## src/rtl/uart_pkg.sv

```systemverilog
// Shared definitions for the receive buffer: FIFO sizing and FSM state encodings.
package uart_pkg;

    localparam int unsigned FIFO_DEPTH = 16;
    localparam int unsigned FIFO_AW    = $clog2(FIFO_DEPTH);
    localparam int unsigned DATA_W     = 8;

    typedef enum logic [0:0] {
        C_IDLE = 1'b0,
        C_WAIT = 1'b1
    } cap_state_e;

    typedef enum logic [1:0] {
        I_IDLE = 2'd0,
        I_REQ  = 2'd1,
        I_SRV  = 2'd2
    } irq_state_e;

endpackage

```

## src/rtl/uart_rx_irq_fifo_if.sv

```systemverilog
// Bus bundle between uart_rx / Z80 port logic (master) and the receive buffer (slave).
interface uart_rx_irq_fifo_if
    import uart_pkg::*;
#(
    parameter int unsigned DEPTH = FIFO_DEPTH
);
    localparam int unsigned AW = $clog2(DEPTH);

    logic [DATA_W-1:0] rx_data;
    logic              rx_data_ready;
    logic              rx_clear;
    logic              pop;
    logic [DATA_W-1:0] rd_data;
    logic              rx_avail;
    logic              fifo_full;
    logic [AW:0]       count;
    logic              overrun;
    logic              overrun_clr;
    logic              int_en;
    logic              int_ack;
    logic              int_n;

    modport slave (
        input  rx_data, rx_data_ready, pop, overrun_clr, int_en, int_ack,
        output rx_clear, rd_data, rx_avail, fifo_full, count, overrun, int_n
    );

    modport master (
        output rx_data, rx_data_ready, pop, overrun_clr, int_en, int_ack,
        input  rx_clear, rd_data, rx_avail, fifo_full, count, overrun, int_n
    );

endinterface

```

## src/rtl/sync_fifo.sv

```systemverilog
// Single-clock show-ahead FIFO with occupancy count; push and pop may coincide.
module sync_fifo #(
    parameter int unsigned DEPTH = 16,
    parameter int unsigned WIDTH = 8,
    parameter int unsigned AW    = $clog2(DEPTH)
) (
    input  logic             clk,
    input  logic             reset,
    input  logic             push,
    input  logic [WIDTH-1:0] wdata,
    input  logic             pop,
    output logic [WIDTH-1:0] rdata,
    output logic [AW:0]      count,
    output logic             full,
    output logic             empty
);

    logic [WIDTH-1:0] mem_q [DEPTH];
    logic [AW-1:0]    wr_ptr_q, wr_ptr_d;
    logic [AW-1:0]    rd_ptr_q, rd_ptr_d;
    logic [AW:0]      count_q, count_d;
    logic             do_push;
    logic             do_pop;

    assign full    = (count_q == (AW+1)'(DEPTH));
    assign empty   = (count_q == '0);
    assign do_pop  = pop & ~empty;
    // A full FIFO still accepts a write when the head leaves in the same cycle.
    assign do_push = push & (~full | do_pop);

    // Pointer and count update; pointers wrap naturally at the power-of-two depth.
    always_comb begin
        wr_ptr_d = wr_ptr_q;
        rd_ptr_d = rd_ptr_q;
        count_d  = count_q;
        wr_ptr_d = wr_ptr_q + AW'(do_push);
        rd_ptr_d = rd_ptr_q + AW'(do_pop);
        count_d  = count_q + (AW+1)'(do_push) - (AW+1)'(do_pop);
    end

    // Pointer/count registers.
    always_ff @(posedge clk) begin
        if (reset) begin
            wr_ptr_q <= '0;
            rd_ptr_q <= '0;
            count_q  <= '0;
        end else begin
            wr_ptr_q <= wr_ptr_d;
            rd_ptr_q <= rd_ptr_d;
            count_q  <= count_d;
        end
    end

    // Storage array; contents need no reset since empty masks the read.
    always_ff @(posedge clk) begin
        if (do_push) begin
            mem_q[wr_ptr_q] <= wdata;
        end
    end

    assign rdata = empty ? '0 : mem_q[rd_ptr_q];
    assign count = count_q;

endmodule

```

## src/rtl/uart_rx_irq_fifo.sv

```systemverilog
// Receive buffer: drains uart_rx into a FIFO and raises one Z80 interrupt per byte read.
module uart_rx_irq_fifo
    import uart_pkg::*;
#(
    parameter int unsigned DEPTH = FIFO_DEPTH,
    parameter int unsigned AW    = $clog2(DEPTH)
) (
    input  logic                clk,
    input  logic                reset,
    uart_rx_irq_fifo_if.slave   bus
);

    cap_state_e        cap_state_q, cap_state_d;
    irq_state_e        irq_state_q, irq_state_d;
    logic              rx_clear_q, rx_clear_d;
    logic              overrun_q, overrun_d;
    logic              int_n_q, int_n_d;
    logic              overrun_set;
    logic              fifo_push;
    logic              fifo_full_w;
    logic              fifo_empty;
    logic              fifo_emptied;
    logic [AW:0]       fifo_count;
    logic [DATA_W-1:0] fifo_rdata;

    sync_fifo #(
        .DEPTH (DEPTH),
        .WIDTH (DATA_W),
        .AW    (AW)
    ) u_fifo (
        .clk   (clk),
        .reset (reset),
        .push  (fifo_push),
        .wdata (bus.rx_data),
        .pop   (bus.pop),
        .rdata (fifo_rdata),
        .count (fifo_count),
        .full  (fifo_full_w),
        .empty (fifo_empty)
    );

    // Last entry leaves this cycle with nothing arriving to replace it.
    assign fifo_emptied = bus.pop & ~fifo_empty & ~fifo_push
                        & (fifo_count == (AW+1)'(1));

    // Capture FSM: take each byte once, hold rx_clear until uart_rx drops ready.
    always_comb begin
        cap_state_d = cap_state_q;
        rx_clear_d  = rx_clear_q;
        fifo_push   = 1'b0;
        overrun_set = 1'b0;
        case (cap_state_q)
            C_IDLE: begin
                if (bus.rx_data_ready) begin
                    rx_clear_d  = 1'b1;
                    cap_state_d = C_WAIT;
                    if (fifo_full_w && !bus.pop) begin
                        overrun_set = 1'b1;
                    end else begin
                        fifo_push = 1'b1;
                    end
                end
            end
            C_WAIT: begin
                if (!bus.rx_data_ready) begin
                    rx_clear_d  = 1'b0;
                    cap_state_d = C_IDLE;
                end
            end
            default: begin
                rx_clear_d  = 1'b0;
                cap_state_d = C_IDLE;
            end
        endcase
        overrun_d = overrun_set | (overrun_q & ~bus.overrun_clr);
    end

    // Interrupt FSM: request while data pending, quiet after ack until the CPU reads.
    always_comb begin
        irq_state_d = irq_state_q;
        case (irq_state_q)
            I_IDLE: begin
                if (!fifo_empty && bus.int_en) begin
                    irq_state_d = I_REQ;
                end
            end
            I_REQ: begin
                if (!bus.int_en || fifo_emptied) begin
                    irq_state_d = I_IDLE;
                end else if (bus.int_ack) begin
                    irq_state_d = I_SRV;
                end
            end
            I_SRV: begin
                if (bus.pop) begin
                    irq_state_d = I_IDLE;
                end
            end
            default: irq_state_d = I_IDLE;
        endcase
        int_n_d = (irq_state_d != I_REQ);
    end

    // State and registered-output flops.
    always_ff @(posedge clk) begin
        if (reset) begin
            cap_state_q <= C_IDLE;
            irq_state_q <= I_IDLE;
            rx_clear_q  <= 1'b0;
            overrun_q   <= 1'b0;
            int_n_q     <= 1'b1;
        end else begin
            cap_state_q <= cap_state_d;
            irq_state_q <= irq_state_d;
            rx_clear_q  <= rx_clear_d;
            overrun_q   <= overrun_d;
            int_n_q     <= int_n_d;
        end
    end

    assign bus.rx_clear  = rx_clear_q;
    assign bus.rd_data   = fifo_rdata;
    assign bus.rx_avail  = ~fifo_empty;
    assign bus.fifo_full = fifo_full_w;
    assign bus.count     = fifo_count;
    assign bus.overrun   = overrun_q;
    assign bus.int_n     = int_n_q;

endmodule

```

## src/flat_wrapper.sv

```systemverilog
// flat-port wrapper written by rule: the top's interface ports become plain ports
module uart_rx_irq_fifo_flat import uart_pkg::*;
#(
    parameter int unsigned DEPTH = FIFO_DEPTH,
    parameter int unsigned AW    = $clog2(DEPTH)
)
  (clk, reset, bus_rx_data, bus_rx_data_ready, bus_pop, bus_overrun_clr, bus_int_en, bus_int_ack, bus_rx_clear, bus_rd_data, bus_rx_avail, bus_fifo_full, bus_count, bus_overrun, bus_int_n);
  uart_rx_irq_fifo_if #(.DEPTH(DEPTH)) bus_i ();
  input  logic clk;
  input  logic reset;
  input wire logic [$bits(bus_i.rx_data)-1:0] bus_rx_data;
  input wire logic [$bits(bus_i.rx_data_ready)-1:0] bus_rx_data_ready;
  input wire logic [$bits(bus_i.pop)-1:0] bus_pop;
  input wire logic [$bits(bus_i.overrun_clr)-1:0] bus_overrun_clr;
  input wire logic [$bits(bus_i.int_en)-1:0] bus_int_en;
  input wire logic [$bits(bus_i.int_ack)-1:0] bus_int_ack;
  output wire logic [$bits(bus_i.rx_clear)-1:0] bus_rx_clear;
  output wire logic [$bits(bus_i.rd_data)-1:0] bus_rd_data;
  output wire logic [$bits(bus_i.rx_avail)-1:0] bus_rx_avail;
  output wire logic [$bits(bus_i.fifo_full)-1:0] bus_fifo_full;
  output wire logic [$bits(bus_i.count)-1:0] bus_count;
  output wire logic [$bits(bus_i.overrun)-1:0] bus_overrun;
  output wire logic [$bits(bus_i.int_n)-1:0] bus_int_n;
  assign bus_i.rx_data = bus_rx_data;
  assign bus_i.rx_data_ready = bus_rx_data_ready;
  assign bus_i.pop = bus_pop;
  assign bus_i.overrun_clr = bus_overrun_clr;
  assign bus_i.int_en = bus_int_en;
  assign bus_i.int_ack = bus_int_ack;
  assign bus_rx_clear = bus_i.rx_clear;
  assign bus_rd_data = bus_i.rd_data;
  assign bus_rx_avail = bus_i.rx_avail;
  assign bus_fifo_full = bus_i.fifo_full;
  assign bus_count = bus_i.count;
  assign bus_overrun = bus_i.overrun;
  assign bus_int_n = bus_i.int_n;
  uart_rx_irq_fifo #(.DEPTH(DEPTH), .AW(AW)) u_core (.clk(clk), .reset(reset), .bus(bus_i));
endmodule
```

## config.mk

```make
export PLATFORM = sky130hd
export DESIGN_NAME = uart_rx_irq_fifo_flat
export DESIGN_NICKNAME = d
export VERILOG_FILES = /design/src/rtl/uart_pkg.sv /design/src/rtl/uart_rx_irq_fifo_if.sv /design/src/rtl/sync_fifo.sv /design/src/rtl/uart_rx_irq_fifo.sv /design/src/flat_wrapper.sv
export SDC_FILE = /design/constraint.sdc
export NUM_CORES = 1
export LEC_CHECK = 0
export CAP_MARGIN = 20
export CORE_MARGIN = 5
export CORE_UTILIZATION = 55
export CTS_BUF_LIST = sky130_fd_sc_hd__clkbuf_4
export CTS_CLUSTER_DIAMETER = 80
export CTS_CLUSTER_SIZE = 14
export DETAILED_ROUTE_END_ITERATION = 10
export PLACE_DENSITY = 0.78
export SLEW_MARGIN = 20
export SYNTH_ARGS = -nofsm -noshare
export SYNTH_HDL_FRONTEND = slang
export SYNTH_SLANG_ARGS = --single-unit
```

## constraint.sdc

```tcl
create_clock -name clk -period 5.1 [get_ports clk]
set_input_delay 0.51 -clock clk [delete_from_list [all_inputs] [get_ports clk]]
set_output_delay 0.51 -clock clk [all_outputs]
set_load 0.05 [all_outputs]
```

Yosys cells after proc, flatten, opt, wreduce, memory -nomap -nowiden
Memories as Yosys holds them, arrays and structs flattened. A register that Yosys moved wholly into a read port is not among the register bits.
Index checks and enable logic that the tools add are counted.

word-level totals
  bits in registers = 19
  memory bits (writable) = 128
  output and inout bits = 18
  word-level logic and storage cells = 60
  memories = 1

memory list
  memory               depth  bits a word  read ports  clocked after Yosys merged registers in  write ports  RTL line         text
  u_core.u_fifo.mem_q  16     8            1           1                                        1            sync_fifo.sv:18  logic [WIDTH-1:0] mem_q [DEPTH];

cells by class
  add/subtract/negate cells = 4
  eq/ne operators = 7
  muxes and demuxes = 19
  bitwise operators = 12
  reductions and logical operators = 9

operators with widths
  kind                  count
  $mux W1               11
  $add A4 B1 Y4         2
  $mux W2               4
  $mux W8               1
  $pmux W2 S3           1
  $add A5 B1 Y5         1
  $and A1 B1 Y1         5
  $eq A5 B1 Y1 const B  1
  $eq A5 B5 Y1 const B  1
  $logic_not A5 Y1      1
  $not A1 Y1            5
  $sub A5 B1 Y5         1
  $mux W4               1
  $ne A2 B2 Y1 const B  2
  $logic_not A1 Y1      3
  $eq A2 B1 Y1 const B  1
  $eq A2 B2 Y1 const B  1
  $logic_and A1 B1 Y1   2
  $logic_not A2 Y1      1
  $ne A2 B1 Y1 const B  1
  $or A1 B1 Y1          2
  $pmux W1 S2           1
  $reduce_and A2 Y1     1
  $logic_or A1 B1 Y1    1

Longest topological paths before layout
Gate-level depths: netlist of run 1.

  depth in word-level cells = 12
  mapped depth = 15

Hierarchy
Synthesis of run 1 repeated with hierarchy kept, for this count alone.

unflattened totals
  cell total of the unflattened synthesis = 320
  area, all modules = 5962.0 sq um

modules (own cells, without submodules)
  module            instances  cells each  area each (sq um)
  sync_fifo         1          291         5693.0
  uart_rx_irq_fifo  1          29          269.0

Least setup slack after synthesis of run 1
Ideal clock, no wire load.

  kind = flip-flop to flip-flop
  from = register u_core.u_fifo.count_q[2], in the netlist u_core.u_fifo.count[2]
  to = register u_core.u_fifo.count_q[4], in the netlist u_core.u_fifo.count[4]
  library setup time = 0.131 ns
  arrival = 3.233 ns
  required time = 4.969 ns
  path slack = 1.737 ns
  stages on the path, launching flop included = 16
  path buffers = 1
  clock period less this slack = 3.363 ns
  cells stage by stage = dfxtp_1 > inv_1 > ha_1 > nand2b_1 > or3_1 > clkbuf_1 > and2_1 > ha_1 > inv_1 > ha_1 > inv_1 > fa_1 > nor2b_1 > o21bai_1 > a21oi_1 > nor3b_1

between the ends
  elaborated cells between the ends (all ways) = 13

RTL lines
  what                    RTL line            text
  from (decl)             sync_fifo.sv:21     logic [AW:0] count_q, count_d;
  from (signal assigned)  sync_fifo.sv:50     count_q <= count_d;
  $logic_not A5 Y1 (*)    sync_fifo.sv:26     assign empty = (count_q == '0);
  $not A1 Y1 (*)          n/a
  net bus_rx_avail        flat_wrapper.sv:19  output wire logic [$bits(bus_i.rx_avail)-1:0] bus_rx_avail;
  $and A1 B1 Y1 (*)       sync_fifo.sv:27     assign do_pop = pop & ~empty;
  $or A1 B1 Y1            sync_fifo.sv:29     assign do_push = push & (~full | do_pop);
  $and A1 B1 Y1           sync_fifo.sv:29
  $add A5 B1 Y5           sync_fifo.sv:38     count_d = count_q + (AW+1)'(do_push) - (AW+1)'(do_pop);
  $sub A5 B1 Y5 (*)       sync_fifo.sv:38

The timed path passes the listed nets; every way through them passes the cells marked *.
A chain may end at the register's enable or synchronous reset.

==> results.sh, run 1 <==
export IMPL_yosysWarnings=0
export IMPL_crit_path_start_kind="register"
export IMPL_max_clock_path_buffers=2
export IMPL_cts_tree="done"
export IMPL_path_max_fanout=20
export IMPL_rows=38
export IMPL_final_common_cell="edfxtp_1"
export IMPL_ys_flop_type="edfxtp_1"
export IMPL_gp_congestion=0.746
export IMPL_track_usage=0.180
export IMPL_pwr_share_clk=0.216
export IMPL_cts_sinks=147
export IMPL_min_to="u_core.bus.rx_clear"
export IMPL_fin_crit_sh=0.720
export IMPL_hold_path_class="register to register"
export IMPL_max_freq_mhz=272
export IMPL_grt_pass1_wl_um=17100
export IMPL_grt_pass1_vias=3102
export IMPL_fp_dieW_um=114
export IMPL_syn_avg_cell_area_um2=18.4
export IMPL_die_area_mm2=0.0130
export IMPL_r2r_start="u_core.u_fifo.count[2]"
export IMPL_io_pins=33
export IMPL_path_class="register to output pin"
export IMPL_cts_setup_buffers=0
export IMPL_p_leak_nw=2.15
export IMPL_grt_setup_unrepaired="false"
export IMPL_intPower_mw=2.01
export IMPL_switching_share=0.342
export IMPL_whs_ns=0.492
export IMPL_hold_buffers=0
export IMPL_async_flop_share=0
export IMPL_grt_max_degree=26
export IMPL_path_cells="mux4_1, mux2_2, o21ai_0, a21oi_1, clkdlybuf4s50_1"
export IMPL_viasPerCell=5.65
export IMPL_start_util=0.554
export IMPL_final_area_mm2=0.00667
export IMPL_cts_max_level=4
export IMPL_p_comb_frac=0.321
export IMPL_netlist_area_mm2=0.00596
export IMPL_hpwl_um=6630
export IMPL_overflow=0
export IMPL_fin_worst_skew_ns=0.0145
export IMPL_max_cap_violations=0
export IMPL_netlist_instances=324
export IMPL_setup_violations=0
export IMPL_whs_path_depth=2
export IMPL_slowest_delay_ns=0.78
export IMPL_status="complete, no violations"
export IMPL_ys_seq_elements=147
export IMPL_ant_nets=0
export IMPL_cp_arrival_ns=3.16
export IMPL_synth_edf_count=128
export IMPL_area_growth_pct=11.9
export IMPL_antenna_found_initial=0
export IMPL_cp_required_ns=4.59
export IMPL_ys_types=37
export IMPL_clk_transition_reported_paths_ns=0.12
export IMPL_placed_area_mm2=0.00640
export IMPL_core_area_mm2=0.0107
export IMPL_worst_pin_slew_ns=0.944
export IMPL_relSlewSlack=0.368
export IMPL_tns_ns=0
export IMPL_r2r_setup_slack_ns=2.12
export IMPL_die_h_um=114
export IMPL_ctsResizeCount=0
export IMPL_numCtsBuffers=17
export IMPL_r2r_end="u_core.u_fifo.count[4]"
export IMPL_p_switching_mw=1.04
export IMPL_endpoint_kind="output pin"
export IMPL_syn_num_nets=350
export IMPL_drtPass1Iterations=5
export IMPL_antennaDiodeCount=0
export IMPL_power_density_mw_per_mm2=457
export IMPL_vdd_drop_max_mv=0.339
export IMPL_reg2regPathDepth=14
export IMPL_drt_iter0_markers=220
export IMPL_hold_viol=0
export IMPL_p_total_mw=3.05
export IMPL_fin_nets=393
export IMPL_routed_wirelength_um=10500
export IMPL_vias=2940
export IMPL_min_delay_start="u_core.bus.rx_clear"
export IMPL_slew_viol_final=0
export IMPL_clk_latency_ns=0.51
export IMPL_wl_per_cell_um=20.2
export IMPL_drc=0
export IMPL_ctsRootBufferMaster="clkbuf_4"
export IMPL_layout_common_cells="edfxtp_1 (128), clkdlybuf4s50_1 (32), nor2_1 (22), mux4_2 (21), dfxtp_1 (18)"
export IMPL_layout_drive_gt1_share=0.184
export IMPL_seqPwrFrac=0.462
export IMPL_synth_seq_area_share=0.709
export IMPL_io_buffer_count=32
export IMPL_fin_crit_ns=3.67
export IMPL_crit_path_top_delay_cell="clkdlybuf4s50_1"
-- worst max path at each step --
stage,from,end,cells past startpoint
2_1_floorplan,u_core.u_fifo.count[2],u_core.u_fifo.count[4],15
3_3_place_gp,u_core.u_fifo.rd_ptr_q[1],bus_rd_data[0],5
3_5_place_dp,u_core.u_fifo.rd_ptr_q[1],bus_rd_data[0],5
4_1_cts,u_core.u_fifo.rd_ptr_q[1],bus_rd_data[0],5
5_1_grt,u_core.u_fifo.rd_ptr_q[1],bus_rd_data[0],5
6_report,u_core.u_fifo.rd_ptr_q[1],bus_rd_data[0],5
-- synth_stat cells (4+ instances only) --
master | number | area (um^2)
mux4_2 | 21 | 473
nor3_1 | 6 | 30.0
a21oi_1 | 12 | 60.1
dfxtp_1 | 19 | 380
buf_2 | 5 | 25.0
nand2b_1 | 5 | 31.3
o21ai_1 | 4 | 20.0
mux2i_1 | 8 | 80.1
o21ai_0 | 5 | 25.0
nand3_1 | 4 | 20.0
mux4_1 | 11 | 289
inv_1 | 12 | 45.0
nor2b_1 | 9 | 56.3
nor2_1 | 22 | 82.6
clkbuf_1 | 6 | 22.5
mux2_2 | 8 | 90.1
ha_1 | 10 | 125
edfxtp_1 | 128 | 3840
-- power groups by stage --
stage | Combinational (mW) | Clock, mW | Sequential [mW]
3_3_place_gp | 0.963 | 0 | 1.43
6_report | 0.979 | 0.659 | 1.41
4_1_cts | 0.994 | 0.675 | 1.41
5_1_grt | 1.07 | 0.741 | 1.42
2_1_floorplan | 0.668 | 0 | 1.48
3_5_place_dp | 0.990 | 0 | 1.44
-- registers in the layout, indices dropped and copies added, names as in the netlist --
signal                  flops
u_core.irq_state_q          2
u_core.u_fifo.mem_q       128
u_core.bus.overrun          1
u_core.u_fifo.count         5
u_core.cap_state_q          1
u_core.bus.rx_clear         1
u_core.u_fifo.wr_ptr_q      4
u_core.bus.int_n            1
u_core.u_fifo.rd_ptr_q      4
-- worst max-delay path: cells and delay by family, from the launching register on --
family	cells	cell delay [ns]
AO/OA/AOI/OAI	2	0.27
multiplexers	2	0.88
buffers and inverters	1	0.78
flip-flops	1	0.73
-- layer usage --
layer  global-route usage  share of wire
met1                0.242           0.39
met2                0.289           0.53
met3               0.0529          0.070
met4               0.0538         0.0058
met5                    0              0
-- final cells by class --
| cell class | count | area [um^2] |
|---|---|---|
| flip-flops and latches | 147 | 4230 |
| multi-input cells | 149 | 1580 |
| fillers | 777 | 4080 |
| clock inverters | 15 | 134 |
| well taps | 140 | 175 |
| inverters | 12 | 45.0 |
| repair buffers | 40 | 380 |
| clock buffers | 17 | 128 |
-- kinds of logic (layout without fill, tap and decap cells) --
logic type | Yosys count | in the layout | synth area share
compound gates | 27 | 27 | 0.0267
xor+xnor | 6 | 6 | 0.00882
fa+ha+maj | 11 | 11 | 0.0244
buf+inv | 28 | 84 | 0.0258
flops | 147 | 147 | 0.709
mux | 48 | 48 | 0.156
simple gates | 57 | 57 | 0.0489
-- through the flow --
stage,worst slack [ns],util,cells
after floorplan,1.74,-,324
after detailed placement,1.56,0.596,488
after global routing,1.18,0.621,520
after global placement,1.61,0.596,488
after CTS,0.971,0.620,520
final,1.43,0.621,520
(Power assumes the default switching activity.)
==> inputs of run 2 (changes only) <==
--- a/config.mk
+++ b/config.mk
@@ -12,7 +12,7 @@
 export CTS_CLUSTER_DIAMETER = 80
 export CTS_CLUSTER_SIZE = 14
 export DETAILED_ROUTE_END_ITERATION = 10
-export PLACE_DENSITY = 0.78
+export PLACE_DENSITY = 0.81
 export SLEW_MARGIN = 20
 export SYNTH_ARGS = -nofsm -noshare
 export SYNTH_HDL_FRONTEND = slang
==> constraint.sdc (replaced) <==
create_clock -name clk -period 3.3 [get_ports clk]
set_input_delay 0.33 -clock clk [delete_from_list [all_inputs] [get_ports clk]]
set_output_delay 0.33 -clock clk [all_outputs]
set_load 0.05 [all_outputs]
==> run 2 against run 1 <==
  * Sequential power is 53% higher
  * Clock skew is 0.0044 ns higher
  * Combinational power is 57% higher
  * Largest cell class unchanged
  * Clock power is 82% higher
  * Die area stayed put
  * Critical path depth is 1 higher
  * Flip-flop and latch count stayed put
  * Setup slack worse by 1.2 ns
  * Final cell count is 2.7% higher
  * First-iteration DRC count is 4.1% higher
  * Design area is 2.1% higher
  * Global-route usage is 0.71 points higher
==> results.sh, run 2 (same netlist as run 1, synthesis figures left out) <==
export IMPL_viasPerCell=5.71
export IMPL_overflow=0
export IMPL_hold_viol=0
export IMPL_clk_latency_ns=0.51
export IMPL_cp_required_ns=2.97
export IMPL_slew_viol_final=0
export IMPL_hold_path_class="input port to register"
export IMPL_cts_setup_buffers=0
export IMPL_crit_path_start_kind="register"
export IMPL_drtPass1Iterations=5
export IMPL_drc=0
export IMPL_gp_congestion=0.799
export IMPL_power_density_mw_per_mm2=721
export IMPL_io_pins=33
export IMPL_hpwl_um=7340
export IMPL_wl_per_cell_um=20.9
export IMPL_final_common_cell="edfxtp_1"
export IMPL_path_class="register to output pin"
export IMPL_fp_dieW_um=114
export IMPL_vdd_drop_max_mv=0.587
export IMPL_setup_violations=0
export IMPL_postLayoutSetupSlackWorst_ns=0.269
export IMPL_fin_nets=407
export IMPL_layout_common_cells="edfxtp_1 (128), buf_4 (30), clkdlybuf4s50_1 (24), nor2_1 (22), mux4_2 (21)"
export IMPL_ctsResizeCount=0
export IMPL_fin_worst_skew_ns=0.0189
export IMPL_antennaDiodeCount=0
export IMPL_grt_setup_unrepaired="false"
export IMPL_largest_reg_flops=128
export IMPL_cts_max_level=4
export IMPL_max_clock_path_buffers=2
export IMPL_die_area_mm2=0.0130
export IMPL_top_register="u_core.u_fifo.mem_q"
export IMPL_cts_sinks=147
export IMPL_fin_crit_ns=3.03
export IMPL_grt_pass1_vias=3293
export IMPL_p_leak_nw=2.27
export IMPL_die_h_um=114
export IMPL_clk_transition_reported_paths_ns=0.12
export IMPL_start_util=0.554
export IMPL_antenna_found_initial=0
export IMPL_ctsRootBufferMaster="clkbuf_4"
export IMPL_endpoint_kind="output pin"
export IMPL_cts_tree="done"
export IMPL_drt_iter0_markers=229
export IMPL_fill_cells=771
export IMPL_track_usage=0.187
export IMPL_max_freq_mhz=330
export IMPL_area_growth_pct=14.2
export IMPL_p_total_mw=4.91
export IMPL_ant_nets=0
export IMPL_cp_arrival_ns=2.70
export IMPL_numCtsBuffers=17
export IMPL_routed_wirelength_um=11200
export IMPL_grt_max_degree=28
export IMPL_rows=38
export IMPL_status="complete, no violations"
export IMPL_io_buffer_count=32
export IMPL_whs_ns=0.436
export IMPL_grt_pass1_wl_um=17800
export IMPL_core_area_mm2=0.0107
export IMPL_hold_buffers=0
export IMPL_layout_drive_gt1_share=0.228
export IMPL_relSlewSlack=0.531
export IMPL_vias=3049
export IMPL_path_max_fanout=27
export IMPL_fin_crit_sh=0.919
export IMPL_tns_ns=0
export IMPL_max_cap_violations=0
export IMPL_pre_cts_ws_ns=0.448
export IMPL_worst_pin_slew_ns=0.702
export IMPL_final_core_util=0.633
-- run 2: cell types whose count changed in the layout (fill, tap and decap cells not counted) --
cell             previous run  this run
buf_4                       8        30
clkdlybuf4s50_1            32        24
clkinvlp_4                  4         0
bufinv_16                   1         4
clkinv_2                    3         5
clkinv_1                    1         2
clkinv_4                    3         2
dfxtp_1                    18        19
dfxtp_2                     1         0
inv_8                       1         0
-- run 2: power by group --
part           switching, mW  internal, mW  leakage, nW
Clock                  0.606         0.597        0.175
Combinational          0.923         0.621        0.786
Sequential            0.0639          2.09         1.31
-- run 2: final cells by class --
cell class / instances / area (um^2) / area share
inverters: 12 / 45.0 / 0.00662
clock inverters: 15 / 188 / 0.0276
well taps: 140 / 175 / 0.0257
flip-flops and latches: 147 / 4220 / 0.621
clock buffers: 17 / 128 / 0.0188
repair buffers: 54 / 465 / 0.0684
multi-input cells: 149 / 1580 / 0.232
-- run 2: worst paths after layout --
| check | slack (ns) | depth (start not counted) | endpoint | start |
|---|---|---|---|---|
| setup / recovery | 0.27 | 6 | bus_rd_data[1] | u_core.u_fifo.rd_ptr_q[1] |
| hold / removal | 0.44 | 4 | u_core.bus.overrun | bus_overrun_clr |
| setup reg to reg | 0.44 | 15 | u_core.u_fifo.count[4] | u_core.u_fifo.count[2] |
| hold reg to reg | 0.49 | 2 | u_core.bus.rx_clear | u_core.bus.rx_clear |
-- run 2: layer usage --
layer / wire (um) / track usage
met3: 796 / 0.0465
met1: 4210 / 0.235
met2: 5970 / 0.319
met4: 172 / 0.0673
met5: 0 / 0
-- run 2: per-stage QoR --
step                instances  cell area [um^2]
floorplan                 324              5960
detailed placement        502              6490
global placement          502              6490
global route              534              6810
CTS                       534              6810
finish                    534              6810
-- run 2: worst max-delay path, stage by stage (launching register included) --
cell	delay, ns
dfxtp_1	0.36
buf_4	0.39
mux4_1	0.60
mux2_2	0.28
o21ai_0	0.21
a21oi_1	0.10
buf_4	0.24
==> inputs of run 3 (changes only) <==
--- a/config.mk
+++ b/config.mk
@@ -12,7 +12,7 @@
 export CTS_CLUSTER_DIAMETER = 80
 export CTS_CLUSTER_SIZE = 14
 export DETAILED_ROUTE_END_ITERATION = 10
-export PLACE_DENSITY = 0.81
+export PLACE_DENSITY = 0.78
 export SLEW_MARGIN = 20
 export SYNTH_ARGS = -nofsm -noshare
 export SYNTH_HDL_FRONTEND = slang
==> constraint.sdc (replaced) <==
create_clock -name clk -period 3.7 [get_ports clk]
set_input_delay 0.37 -clock clk [delete_from_list [all_inputs] [get_ports clk]]
set_output_delay 0.37 -clock clk [all_outputs]
set_load 0.05 [all_outputs]
==> run 3 against run 2 <==
  * Via count fell by 2.4%
  * Sequential power fell by 11%
  * Routed wire length fell by 4.4%
  * Power fell by 9.3%
  * Largest cell class unchanged
  * Highest routed layer unchanged
  * Worst hold slack improved by 0.061 ns
  * Die area did not move
  * Combinational power fell by 12%
  * Utilization fell by 0.070 points
  * Sequential share of layout area rose by 0.069 points
  * Count of clock-buffer cells in the layout did not move
==> results.sh, run 3 (same netlist as run 1, synthesis figures left out) <==
export IMPL_relSlewSlack=0.365
export IMPL_hold_viol=0
export IMPL_cts_max_level=4
export IMPL_final_common_cell="edfxtp_1"
export IMPL_multi_input_area_mm2=0.00158
export IMPL_ant_nets=0
export IMPL_cts_setup_buffers=0
export IMPL_worst_pin_slew_ns=0.949
export IMPL_area_growth_pct=14.1
export IMPL_slew_viol_final=0
export IMPL_pre_cts_ws_ns=0.724
export IMPL_antennaDiodeCount=0
export IMPL_cp_required_ns=3.33
export IMPL_vias=2975
export IMPL_grt_setup_unrepaired="false"
export IMPL_wl_met1_um=4420
export IMPL_power_density_mw_per_mm2=655
export IMPL_ctsResizeCount=0
export IMPL_die_area_mm2=0.0130
export IMPL_detailroute_wirelength_met2_um=5490
export IMPL_drc=0
export IMPL_max_cap_violations=0
export IMPL_wl_met3_um=621
export IMPL_overflow=0
export IMPL_fin_crit_ns=3.10
export IMPL_setup_violations=0
export IMPL_rows=38
export IMPL_fin_nets=401
export IMPL_viasPerCell=5.65
export IMPL_cp_arrival_ns=2.73
export IMPL_top_register="u_core.u_fifo.mem_q"
export IMPL_io_pins=33
export IMPL_postLayoutSetupSlackWorst_ns=0.605
export IMPL_hold_path_class="register to register"
export IMPL_final_core_util=0.633
export IMPL_grt_max_degree=34
export IMPL_regArea_mm2=0.00422
export IMPL_dr_max_layer_used="met4"
export IMPL_fp_dieW_um=114
export IMPL_hold_buffers=0
export IMPL_hpwl_um=6680
export IMPL_cts_tree="done"
export IMPL_endpoint_kind="output pin"
export IMPL_max_freq_mhz=323
export IMPL_wl_per_cell_um=20.2
export IMPL_fill_cells=787
export IMPL_path_max_fanout=33
export IMPL_drtPass1Iterations=4
export IMPL_numCtsBuffers=17
export IMPL_p_leak_nw=2.25
export IMPL_max_clock_path_buffers=2
export IMPL_clk_latency_ns=0.51
export IMPL_grt_pass1_wl_um=16800
export IMPL_fin_worst_skew_ns=0.0251
export IMPL_die_h_um=114
export IMPL_status="complete, no violations"
export IMPL_track_usage=0.176
export IMPL_ctsRootBufferMaster="clkbuf_4"
export IMPL_vdd_drop_max_mv=0.442
export IMPL_start_util=0.554
export IMPL_drt_iter0_markers=282
export IMPL_core_area_mm2=0.0107
export IMPL_routed_wirelength_um=10700
export IMPL_largest_reg_flops=128
export IMPL_crit_path_start_kind="register"
export IMPL_path_class="register to output pin"
export IMPL_layout_drive_gt1_share=0.217
export IMPL_grt_pass1_vias=3098
export IMPL_layout_common_cells="edfxtp_1 (128), clkdlybuf4s50_1 (24), buf_4 (24), nor2_1 (22), mux4_2 (21)"
export IMPL_tns_ns=0
export IMPL_cts_sinks=147
export IMPL_io_buffer_count=32
export IMPL_fin_crit_sh=0.837
export IMPL_antenna_found_initial=0
export IMPL_clk_transition_reported_paths_ns=0.11
export IMPL_gp_congestion=0.754
==> run 3: final cells by class <==
cell class,count,share of cell area
Sequential cell,147,0.621
Clock inverter,14,0.0331
Tap cell,140,0.0258
Timing Repair Buffer,48,0.0618
Clock buffer,17,0.0188
Inverter,12,0.00663
Multi-Input combinational cell,149,0.232
==> run 3: metal layers <==
metal,track usage,vias to the layer above
met5,0,-
met4,0.0523,0
met3,0.0439,11
met2,0.296,76
met1,0.230,1502
li1,-,1386
==> run 3: path summary, 6_finish.rpt <==
kind | slack (ns) | startpoint | to | cells after the start
min | 0.50 | u_core.bus.rx_clear | u_core.bus.rx_clear | 2
max | 0.60 | u_core.u_fifo.rd_ptr_q[1] | bus_rd_data[2] | 6
max reg2reg | 0.73 | u_core.u_fifo.count[2] | u_core.u_fifo.count[4] | 14
min reg2reg | 0.50 | u_core.bus.rx_clear | u_core.bus.rx_clear | 2
==> run 3: report_power, final <==
| part | total [mW] | internal (mW) | switching [mW] |
|---|---|---|---|
| registers | 1.92 | 1.87 | 0.0516 |
| clock network | 1.18 | 0.614 | 0.563 |
| logic | 1.35 | 0.536 | 0.817 |
| total | 4.45 | 3.02 | 1.43 |
==> run 3: worst max-delay path: stages (launching register included) <==
cell and delay, ns:
dfxtp_1 0.35, buf_4 0.45, mux4_1 0.63, mux2_2 0.28, o21ai_0 0.17, a21oi_1 0.09
buf_4 0.24
==> run 3: through the flow <==
| stage | std cells | area [um^2] | power, mW | hold slack, ns |
|---|---|---|---|---|
| 2_1_floorplan | 324 | 5960 | 2.96 | 0.456 |
| 3_3_place_gp | 496 | 6440 | 3.29 | 0.471 |
| 3_5_place_dp | 496 | 6440 | 3.32 | 0.477 |
| 4_1_cts | 527 | 6800 | 4.49 | 0.458 |
| 5_1_grt | 527 | 6800 | 4.68 | 0.483 |
| 6_report | 527 | 6800 | 4.45 | 0.496 |
==> RTL edit, RTL diff (settings of run 2) <==
Change the package constant `DATA_W` from 8 to 6.
--- a/src/rtl/uart_pkg.sv
+++ b/src/rtl/uart_pkg.sv
@@ -5,3 +5,3 @@
     localparam int unsigned FIFO_AW    = $clog2(FIFO_DEPTH);
-    localparam int unsigned DATA_W     = 8;
+    localparam int unsigned DATA_W     = 6;
 
Interface: changed (resized bus_rd_data and bus_rx_data); port bits go from 33 to 29. The function was not compared with the original's and may differ.
==> RTL edit against run 2 <==
- area after synthesis fell by 19%
- register-to-register slack improved by 100 ps
- via count fell by 19%
- wire length fell by 25%
- setup slack improved by 74 ps
- total power fell by 20%
- cell area fell by 20%
- sequential share of layout area fell by 1.9 points
- sequential cell count fell by 32
- synthesized cell count fell by 16%
- critical path type unchanged
==> RTL edit: results (changes against run 2) <==
Run status
  – Status: finished, final reports clean

Routing
  – Routed Wire Length: 8340 um (-25%)
  – 1st-iter DRT viols: 144 (-37%)
  – Initial DRT Pass Iterations: 4 (-1)
  – Vias: 2,475 (-19%)

Finish
  – Max reg flops: 96 (-25%)
  – Layout fillers: 605 (-22%)
  – Net count, final: 343 (-16%)
  – Share of layout cells above drive strength 1: 22.0% (-0.85 points)

Synthesis
  – Synth Net Count: 297 (-15%)
  – Register area share after synthesis: 68.0% (-2.9 points)
  – Top cells by area, synth: edfxtp_1 (60%), dfxtp_1 (7.9%), mux4_2 (7.5%), mux4_1 (4.4%), ha_1 (2.6%)
  – Commonest cells in the netlist: edfxtp_1 (96), nor2_1 (21), dfxtp_1 (19)
  – Distinct cells, synth: 40 (+8.1%)
  – Post-synth EDFFs: 96 (-25%)

Place
  – Port buffer count: 28 (-13%)
  – Routability cong.: 0.747 (-6.6%)
  – Hpwl dp: 5690 um (-22%)
  – Post-DP Area: 5150 um^2 (-21%)

Global routing
  – First-pass GRT wire length: 13,500 um (-24%)
  – Number of global-route vias before repair: 2,573 (-22%)
  – Total global routing track utilization: 17.7% (-1.0 points)
  – Largest net degree at the start of global routing: 18 (-36%)

STA
  – Clk_skew: 19.4 ps (+0.463 ps)
  – Rel. slew slack: 52.2% (-0.89 points)
  – Final Hold Viols: 0 (unchanged)

Pwr
  – LEAKAGE: 1.80 nW (-21%)
  – Max IR drop VDD: 0.348 mV (-41%)

Worst setup path
  – CP max FO: 11 (-59%)
  – CP Data Arrival Time: 2630 ps (-70 ps)

Clock network
  – Clock Latency Late Sink: 490 ps (-20 ps)
  – Clock-pin slew on the worst setup and hold paths: 90 ps (-30 ps)
  – PostCTS Resize Cnt: 0 (unchanged)

Worst hold path
  – Min-delay worst type: in -> reg
==> RTL edit: cell count changes after synthesis, sizes merged, moves of 2 or more <==
| cell | before | now |
|---|---|---|
| nand2b | 5 | 3 |
| or3 | 2 | 0 |
| inv | 12 | 14 |
| o21ai | 9 | 2 |
| a21oi | 12 | 5 |
| edfxtp | 128 | 96 |
| mux2i | 8 | 6 |
| a211oi | 0 | 12 |
| mux4 | 32 | 24 |
| buf | 10 | 6 |
| mux2 | 8 | 0 |
| nor2b | 9 | 15 |
==> RTL edit: kinds of logic (layout without fill, tap and decap cells) <==
group           count (synthesis)  count (layout)  share of synthesized area [%]
xor+xnor                        6               6                           1.09
compound gates                 24              24                           4.14
mux                            30              30                           13.1
buf+inv                        25              84                           3.70
simple gates                   62              62                           6.93
fa+ha+maj                      11              11                           3.02
flops                         115             115                           68.0
==> RTL edit: cell type report <==
| class | instances | area [um^2] | share of cell area, % |
|---|---|---|---|
| Timing Repair Buffer | 38 | 340 | 6.27 |
| Clock buffer | 18 | 135 | 2.49 |
| Tap cell | 108 | 135 | 2.49 |
| Clock inverter | 14 | 139 | 2.56 |
| Multi-Input combinational cell | 133 | 1360 | 25.1 |
| Sequential cell | 115 | 3260 | 60.1 |
| Inverter | 14 | 52.6 | 0.969 |
==> RTL edit: power breakdown <==
group / internal [mW] / switching, mW / total (mW) / leakage (nW)
logic: 0.507 / 0.700 / 1.21 / 0.629
registers: 1.64 / 0.0938 / 1.73 / 1.02
clock network: 0.454 / 0.516 / 0.970 / 0.149
==> RTL edit: per-stage QoR <==
stage                     worst slack (ps)  cells
after floorplan                        250    273
after global placement                 586    408
after detailed placement               538    408
after CTS                              266    440
after global routing                   149    440
final                                  342    440
==> RTL edit: path summary, 6_finish.rpt <==
path,slack (ps),start,cells past startpoint,endpoint
max,340,u_core.u_fifo.rd_ptr_q[1],5,bus_rd_data[4]
min,490,bus_overrun_clr,4,u_core.bus.overrun
max reg2reg,540,u_core.u_fifo.count[2],14,u_core.u_fifo.count[4]
min reg2reg,500,u_core.bus.rx_clear,2,u_core.bus.rx_clear
==> RTL edit: layer usage <==
layer / routed length [um] / vias to the layer above / part of all wire, % / track usage [%]
li1: - / 1163 / - / -
met1: 3370 / 1237 / 40 / 22.0
met2: 4410 / 61 / 53 / 29.9
met3: 446 / 14 / 5.4 / 4.90
met4: 107 / 0 / 1.3 / 6.27
met5: 0 / - / 0 / 0
==> RTL edit: critical path, cell delays in order (launching register included) <==
cell and delay (ps):
dfxtp_1 740, mux4_1 640, nor2b_1 150, a211oi_2 260
a211oi_1 110, buf_4 250
